===== config.mk =====
export PLATFORM = sky130hd
export DESIGN_NAME = rtc_bus_cycle_engine
export DESIGN_NICKNAME = d
export VERILOG_FILES = /design/src/rtl/rtc_bus_pkg.sv /design/src/rtl/rtc_phase_timer.sv /design/src/rtl/rtc_bus_cycle_engine.sv
export SDC_FILE = /design/constraint.sdc
export NUM_CORES = 1
export LEC_CHECK = 0
export CORE_MARGIN = 2
export CORE_UTILIZATION = 49
export DETAILED_ROUTE_END_ITERATION = 8
export PLACE_DENSITY = 0.82
export SLEW_MARGIN = 20
export SYNTH_ARGS = -nofsm -noshare
export SYNTH_HDL_FRONTEND = slang
export SYNTH_SLANG_ARGS = --single-unit
export TNS_END_PERCENT = 50

===== constraint.sdc =====
create_clock -name clk_i -period 2.5 [get_ports clk_i]
set_clock_uncertainty 0.1 [all_clocks]
set_input_delay 0.5 -clock clk_i [delete_from_list [all_inputs] [get_ports clk_i]]
set_output_delay 0.5 -clock clk_i [all_outputs]
set_load 0.01 [all_outputs]

===== src/rtl/rtc_bus_pkg.sv =====
// Shared definitions for the RTC multiplexed-bus cycle engine: state encoding,
// idle bus levels and the RTC register map.
package rtc_bus_pkg;

  typedef enum logic [2:0] {
    ST_IDLE = 3'd0,
    ST_ADDR = 3'd1,
    ST_GAP1 = 3'd2,
    ST_DATA = 3'd3,
    ST_GAP2 = 3'd4
  } state_e;

  // Everything the engine drives toward the pad ring, kept together so the
  // idle/reset value is defined in exactly one place.
  typedef struct packed {
    logic       cs_n;
    logic       rd_n;
    logic       wr_n;
    logic       ad_sel;
    logic       oe;
    logic [7:0] ad;
  } bus_out_t;

  localparam bus_out_t BUS_IDLE = '{cs_n: 1'b1, rd_n: 1'b1, wr_n: 1'b1,
                                    ad_sel: 1'b1, oe: 1'b0, ad: 8'h00};

  localparam logic [7:0] STATUS0      = 8'h00;
  localparam logic [7:0] STATUS1      = 8'h01;
  localparam logic [7:0] STATUS2      = 8'h02;
  localparam logic [7:0] DIG_TRIM     = 8'h10;
  localparam logic [7:0] SEC          = 8'h21;
  localparam logic [7:0] MIN          = 8'h22;
  localparam logic [7:0] HOUR         = 8'h23;
  localparam logic [7:0] DATE         = 8'h24;
  localparam logic [7:0] MONTH        = 8'h25;
  localparam logic [7:0] YEAR         = 8'h26;
  localparam logic [7:0] TMR_SEC      = 8'h41;
  localparam logic [7:0] TMR_MIN      = 8'h42;
  localparam logic [7:0] TMR_HOUR     = 8'h43;
  localparam logic [7:0] CMD_TRANSFER = 8'hF1;
  localparam logic [7:0] CMD_TIMER    = 8'hF2;

  // The counter runs down to zero inclusive, so an N-cycle phase loads N-1.
  function automatic logic [7:0] phase_load(input int unsigned cycles);
    return 8'(cycles - 1);
  endfunction

endpackage


===== src/rtl/rtc_phase_timer.sv =====
// Loadable 8-bit down-counter; done_o is high while the count sits at zero.
module rtc_phase_timer (
  input  logic       clk_i,
  input  logic       reset,
  input  logic       load_i,
  input  logic [7:0] load_val_i,
  output logic       done_o
);

  logic [7:0] cnt_q, cnt_d;

  always_comb begin
    cnt_d = cnt_q;
    if (load_i) begin
      cnt_d = load_val_i;
    end else if (cnt_q != 8'd0) begin
      cnt_d = cnt_q - 8'd1;
    end
  end

  always_ff @(posedge clk_i) begin
    if (reset) begin
      cnt_q <= 8'd0;
    end else begin
      cnt_q <= cnt_d;
    end
  end

  assign done_o = (cnt_q == 8'd0);

endmodule


===== src/rtl/rtc_bus_cycle_engine.sv =====
// Turns one accepted register request into a timed address-phase / data-phase
// cycle on the RTC multiplexed AD bus, returning read data on a 1-cycle pulse.
module rtc_bus_cycle_engine
  import rtc_bus_pkg::*;
#(
  parameter int unsigned T_PHASE = 7,
  parameter int unsigned T_GAP   = 7
) (
  input  logic       clk_i,
  input  logic       reset,
  input  logic       req_valid,
  output logic       req_ready,
  input  logic       req_wr,
  input  logic [7:0] req_addr,
  input  logic [7:0] req_data,
  output logic       rsp_valid,
  output logic [7:0] rsp_data,
  output logic       busy,
  output logic [7:0] bus_ad_o,
  output logic       bus_ad_oe,
  input  logic [7:0] bus_ad_i,
  output logic       AD_o,
  output logic       RD,
  output logic       WR,
  output logic       CS
);

  localparam logic [7:0] LD_PHASE = phase_load(T_PHASE);
  localparam logic [7:0] LD_GAP   = phase_load(T_GAP);

  state_e     state_q;
  bus_out_t   bus_q;
  logic       busy_q, ready_q, rsp_valid_q;
  logic [7:0] rsp_data_q;
  logic       wr_q;
  logic [7:0] addr_q, data_q;

  logic       tmr_load, tmr_done;
  logic [7:0] tmr_val;
  logic       accept;

  assign accept = (state_q == ST_IDLE) && req_valid && ready_q;

  // Reload the shared timer on the same edge that enters the next phase.
  always_comb begin
    tmr_load = 1'b0;
    tmr_val  = LD_PHASE;
    case (state_q)
      ST_IDLE: tmr_load = accept;
      ST_ADDR: begin tmr_load = tmr_done; tmr_val = LD_GAP;   end
      ST_GAP1: begin tmr_load = tmr_done; tmr_val = LD_PHASE; end
      ST_DATA: begin tmr_load = tmr_done; tmr_val = LD_GAP;   end
      default: tmr_load = 1'b0;
    endcase
  end

  rtc_phase_timer u_timer (
    .clk_i      (clk_i),
    .reset      (reset),
    .load_i     (tmr_load),
    .load_val_i (tmr_val),
    .done_o     (tmr_done)
  );

  always_ff @(posedge clk_i) begin
    if (reset) begin
      state_q     <= ST_IDLE;
      bus_q       <= BUS_IDLE;
      busy_q      <= 1'b0;
      ready_q     <= 1'b1;
      rsp_valid_q <= 1'b0;
      rsp_data_q  <= 8'h00;
      wr_q        <= 1'b0;
      addr_q      <= 8'h00;
      data_q      <= 8'h00;
    end else begin
      rsp_valid_q <= 1'b0;
      case (state_q)
        ST_IDLE: begin
          if (accept) begin
            wr_q    <= req_wr;
            addr_q  <= req_addr;
            data_q  <= req_data;
            busy_q  <= 1'b1;
            ready_q <= 1'b0;
            state_q <= ST_ADDR;
            bus_q   <= '{cs_n: 1'b0, rd_n: 1'b1, wr_n: 1'b0, ad_sel: 1'b0,
                         oe: 1'b1, ad: req_addr};
          end
        end
        ST_ADDR: begin
          if (tmr_done) begin
            state_q    <= ST_GAP1;
            bus_q.cs_n <= 1'b1;
            bus_q.wr_n <= 1'b1;
          end
        end
        ST_GAP1: begin
          // Address stays on the pads through GAP1 as hold time.
          if (tmr_done) begin
            state_q <= ST_DATA;
            bus_q   <= '{cs_n: 1'b0, rd_n: wr_q, wr_n: ~wr_q, ad_sel: 1'b1,
                         oe: wr_q, ad: (wr_q ? data_q : addr_q)};
          end
        end
        ST_DATA: begin
          if (tmr_done) begin
            state_q <= ST_GAP2;
            bus_q   <= '{cs_n: 1'b1, rd_n: 1'b1, wr_n: 1'b1, ad_sel: 1'b1,
                         oe: 1'b0, ad: bus_q.ad};
            if (!wr_q) begin
              rsp_data_q  <= bus_ad_i;
              rsp_valid_q <= 1'b1;
            end
          end
        end
        ST_GAP2: begin
          if (tmr_done) begin
            state_q <= ST_IDLE;
            bus_q   <= BUS_IDLE;
            busy_q  <= 1'b0;
            ready_q <= 1'b1;
          end
        end
        default: begin
          state_q <= ST_IDLE;
          bus_q   <= BUS_IDLE;
          busy_q  <= 1'b0;
          ready_q <= 1'b1;
        end
      endcase
    end
  end

  assign req_ready = ready_q;
  assign busy      = busy_q;
  assign rsp_valid = rsp_valid_q;
  assign rsp_data  = rsp_data_q;
  assign CS        = bus_q.cs_n;
  assign RD        = bus_q.rd_n;
  assign WR        = bus_q.wr_n;
  assign AD_o      = bus_q.ad_sel;
  assign bus_ad_oe = bus_q.oe;
  assign bus_ad_o  = bus_q.ad;

endmodule


==> results of run 1 <==
==> layer usage <==
metal | GRT usage, % | vias up | wire [um]
met2 | 38.1 | 56 | 2640
met1 | 27.4 | 940 | 2240
met3 | 4.92 | 6 | 204
li1 | - | 1007 | -
met4 | 6.29 | 0 | 45
met5 | 0 | - | 0
==> cell families (layout without fill, tap and decap cells) <==
family	Yosys count	in the layout	synth area share (%)
xor gates and xnor gates	6	6	2.36
buffers and inverters	21	73	4.16
muxes	16	16	7.20
and+or+nand+nor	100	100	20.6
adders and majority gates	2	2	1.12
AOI/OAI and AO/OA	65	65	17.8
DFF	52	52	46.8
==> registers in the layout (all words and copies together), names as in the netlist, 3 cells and up <==
name	flops
addr_q	8
bus_ad_o	8
data_q	8
rsp_data	8
u_timer.cnt_q	8
state_q	3
==> worst max-delay path by stage <==
stage,from,endpoint
floorplan,u_timer.cnt_q[0]$_SDFFE_PP0P_,rsp_data[0]$_SDFFE_PP0P_
global placement,req_valid,u_timer.cnt_q[2]$_SDFFE_PP0P_
detailed placement,req_valid,u_timer.cnt_q[2]$_SDFFE_PP0P_
CTS,u_timer.cnt_q[0]$_SDFFE_PP0P_,rsp_data[7]$_SDFFE_PP0P_
global route,u_timer.cnt_q[0]$_SDFFE_PP0P_,bus_ad_o[6]$_SDFFE_PP0P_
finish,u_timer.cnt_q[0]$_SDFFE_PP0P_,bus_ad_o[6]$_SDFFE_PP0P_
==> power by group through the flow <==
stage	combinational, mW	clock, mW	sequential [mW]
finish	1.35	0.620	1.21
global route	1.50	0.662	1.24
CTS	1.35	0.630	1.21
detailed placement	1.34	0	1.23
global placement	1.31	0	1.22
floorplan	0.880	0	1.21
==> cells in the final DEF, fill, tap and decap left out, types with 3 or more instances in the layout <==
cell type / instances
nor2_1: 26
nor3_1: 5
o21ai_0: 12
a21oi_1: 24
inv_1: 4
o21ai_1: 7
mux2i_1: 16
nor2b_1: 3
clkdlybuf4s50_1: 51
xnor2_1: 3
buf_4: 10
o2bb2ai_1: 8
clkbuf_8: 7
nand2_1: 49
xor2_1: 3
dfxtp_1: 52
==> metrics by stage <==
step	area (um2)	total power, mW	util [%]	worst slack [ns]
floorplan	2220	2.09	-	0.719
global placement	2800	2.53	64.3	0.321
detailed placement	2800	2.56	64.3	0.293
CTS	2920	3.19	67.2	0.389
global route	2920	3.41	67.2	0.128
finish	2920	3.18	67.2	0.355
==> layout make-up <==
class                           instances  area, um2  share of cell area, %
Tap cell                               52       65.1                   2.23
Multi-Input combinational cell        189       1090                   37.3
Clock inverter                          1       30.0                   1.03
Clock buffer                            7       96.3                   3.29
Timing Repair Buffer                   61        586                   20.0
Sequential cell                        52       1040                   35.6
Inverter                                4       15.0                  0.513
==> tightest hold or removal path: stages (launching register included) <==
cell and delay (ns):
dfxtp_1 0.31, nand2_1 0.05, a21oi_1 0.05
==> cell usage after synthesis, drive strengths merged <==
cell type and number:
a2111oi 1, o2bb2ai 8, a21oi 24, dfxtp 52, o21ai 19, clkbuf 11
nand3 2, a31oi 2, xnor2 3, nor3b 2, xor2 3, or2 1
o31ai 1, a22oi 1, mux2i 16, ha 2, nor4 3, o32a 1
nand4 1, nor2 26, nor2b 3, and3 1, a32oi 1, nand2 49
o21a 1, or4 2, o22ai 1, o2111ai 1, nor3 6, o22a 1
and2 1, o211ai 2, or3b 1, a21o 1, nor4b 2, inv 4
buf 6
==> impl_metrics.csv, run 1 <==
group,metric,value,unit
clock_network,cts_max_level,2,
grt,overflow,0,
clock_network,clkTransAtPathRegs,0.09,ns
pwr,switching_share,37.0,%
timing,period_share,85.8,%
place,port_buffers,51,
clock_network,cts_setup_buffers,0,
floorplanning,rows,24,
timing,grt_setup_unrepaired,"false",
grt,grt_usage,22.0,%
pwr,ir_drop,0.513,mV
clock_network,root_buffer,"clkbuf_8",
synthesis,synth_area_leaders,"dfxtp_1, nand2_1, mux2i_1, a21oi_1, nor2_1",
clock_network,clk_latency,0.30,ns
pwr,switching_power,1.17,mW
floorplanning,coreArea,0.00435,mm2
final_layout,drive_above_1_share,7.32,%
timing,worst_pin_slew,0.826,ns
grt,grt_pass1_vias,1978,
final_layout,diodes,0,
synthesis,yosys_warnings,0,
status,status,"finished, final reports clean",
synthesis,yosysSeqAreaShare,46.8,%
final_layout,final_cells,366,
timing,setup_violations,0,
synthesis,syn_area_per_cell,8.49,um2
setup_path,critPathKind,"flip-flop to flip-flop",
clock_network,cts.sinks,52,
final_layout,fillers,354,
timing,finalHoldViolCount,0,
run,maxCapViolations,0,
pwr,p_comb_share,42.4,%
drt,finalWirelength,5130,um
setup_path,crit_buf_inv,1,
setup_path,cp_slowest_cell,"o21ai_1",
synthesis,ys_seq_elements,52,
synthesis,synth_nets,292,
grt,grt_max_degree,22,
pwr,p_clk_share,19.5,%
drt,dr.pass1.iters,4,
setup_path,reg2reg_depth,6,
min_path,min_from,"addr_q[1]$_SDFFE_PP0P_",
setup_path,start_kind,"flip-flop",
grt,antenna_found_initial,0,
timing,fin_hold_ws,0.355,ns
pwr,p_leak,1.12,nW
clock_network,cts_tree,"yes",
timing,fin_crit,2.15,ns
timing,relSlewSlack,44.6,%
setup_path,crit_family,"compound AO/OA/AOI/OAI gates",
floorplanning,die_h,71.4,um
synthesis,synth_cell_types,41,
place,hpwlAfterDp,3700,um
setup_path,crit_arrival,2.21,ns
drt,drtAntennaViolNets,0,
pwr,power_density,1090,mW/mm2
setup_path,cp_max_fo,11,
synthesis,yosysTopAreaCellShare,46.8,%
pwr,seqPwrFrac,38.1,%
synthesis,syn_inst,262,
clock_network,cts_hold_buf,0,
setup_path,r2r_slack,0.35,ns
clock_network,cts_max_path_buffers,2,
setup_path,r2r_end,"bus_ad_o[6]$_SDFFE_PP0P_",
setup_path,cp_num_cells,6,
setup_path,r2r_start,"u_timer.cnt_q[0]$_SDFFE_PP0P_",
floorplanning,dieArea,0.00510,mm2
min_path,whs_path_depth,2,
min_path,hold_end,"addr_q[1]$_SDFFE_PP0P_",
min_path,hold_class,"flip-flop to flip-flop",
timing,max_clock_freq,466,MHz
final_layout,syn2layout_area_growth,31.4,%
setup_path,crit_chain,"inv_1 -> ha_1 -> or3b_2 -> nor3_2 -> o21ai_1 -> o2bb2ai_1",
pwr,p_int,2.00,mW
place,place_inst,358,
setup_path,end_kind,"flip-flop",
synthesis,syn_area,0.00222,mm2
grt,grt_pass1_wl,9060,um
place,place_congestion,0.831,
clock_network,cts-resized-gates,0,
setup_path,crit_required,2.56,ns
floorplanning,die_w,71.4,um
timing,fin_tns_setup,0,ns
drt,wl_per_cell,14.0,um
setup_path,critical_path.max_stage_delay,0.66,ns
clock_network,cts_buffers,5,
drt,vias_per_cell,5.49,
floorplanning,start_util,51.1,%
synthesis,synth_top_cell_by_area,"dfxtp_1",
floorplanning,io_pins,52,
final_layout,layout.nets,343,
drt,drtIter0Drc,249,
drt,num_vias,2009,
drt,drt_drc_violations_left,0,
timing,drv_slew,0,
(Power assumes the default switching activity.)
==> run 2, diff against run 1 <==
Settings changed: CAP_MARGIN set to 5.
==> results of run 2 <==
Final layout, timing and power as in run 1 (identical DEF).
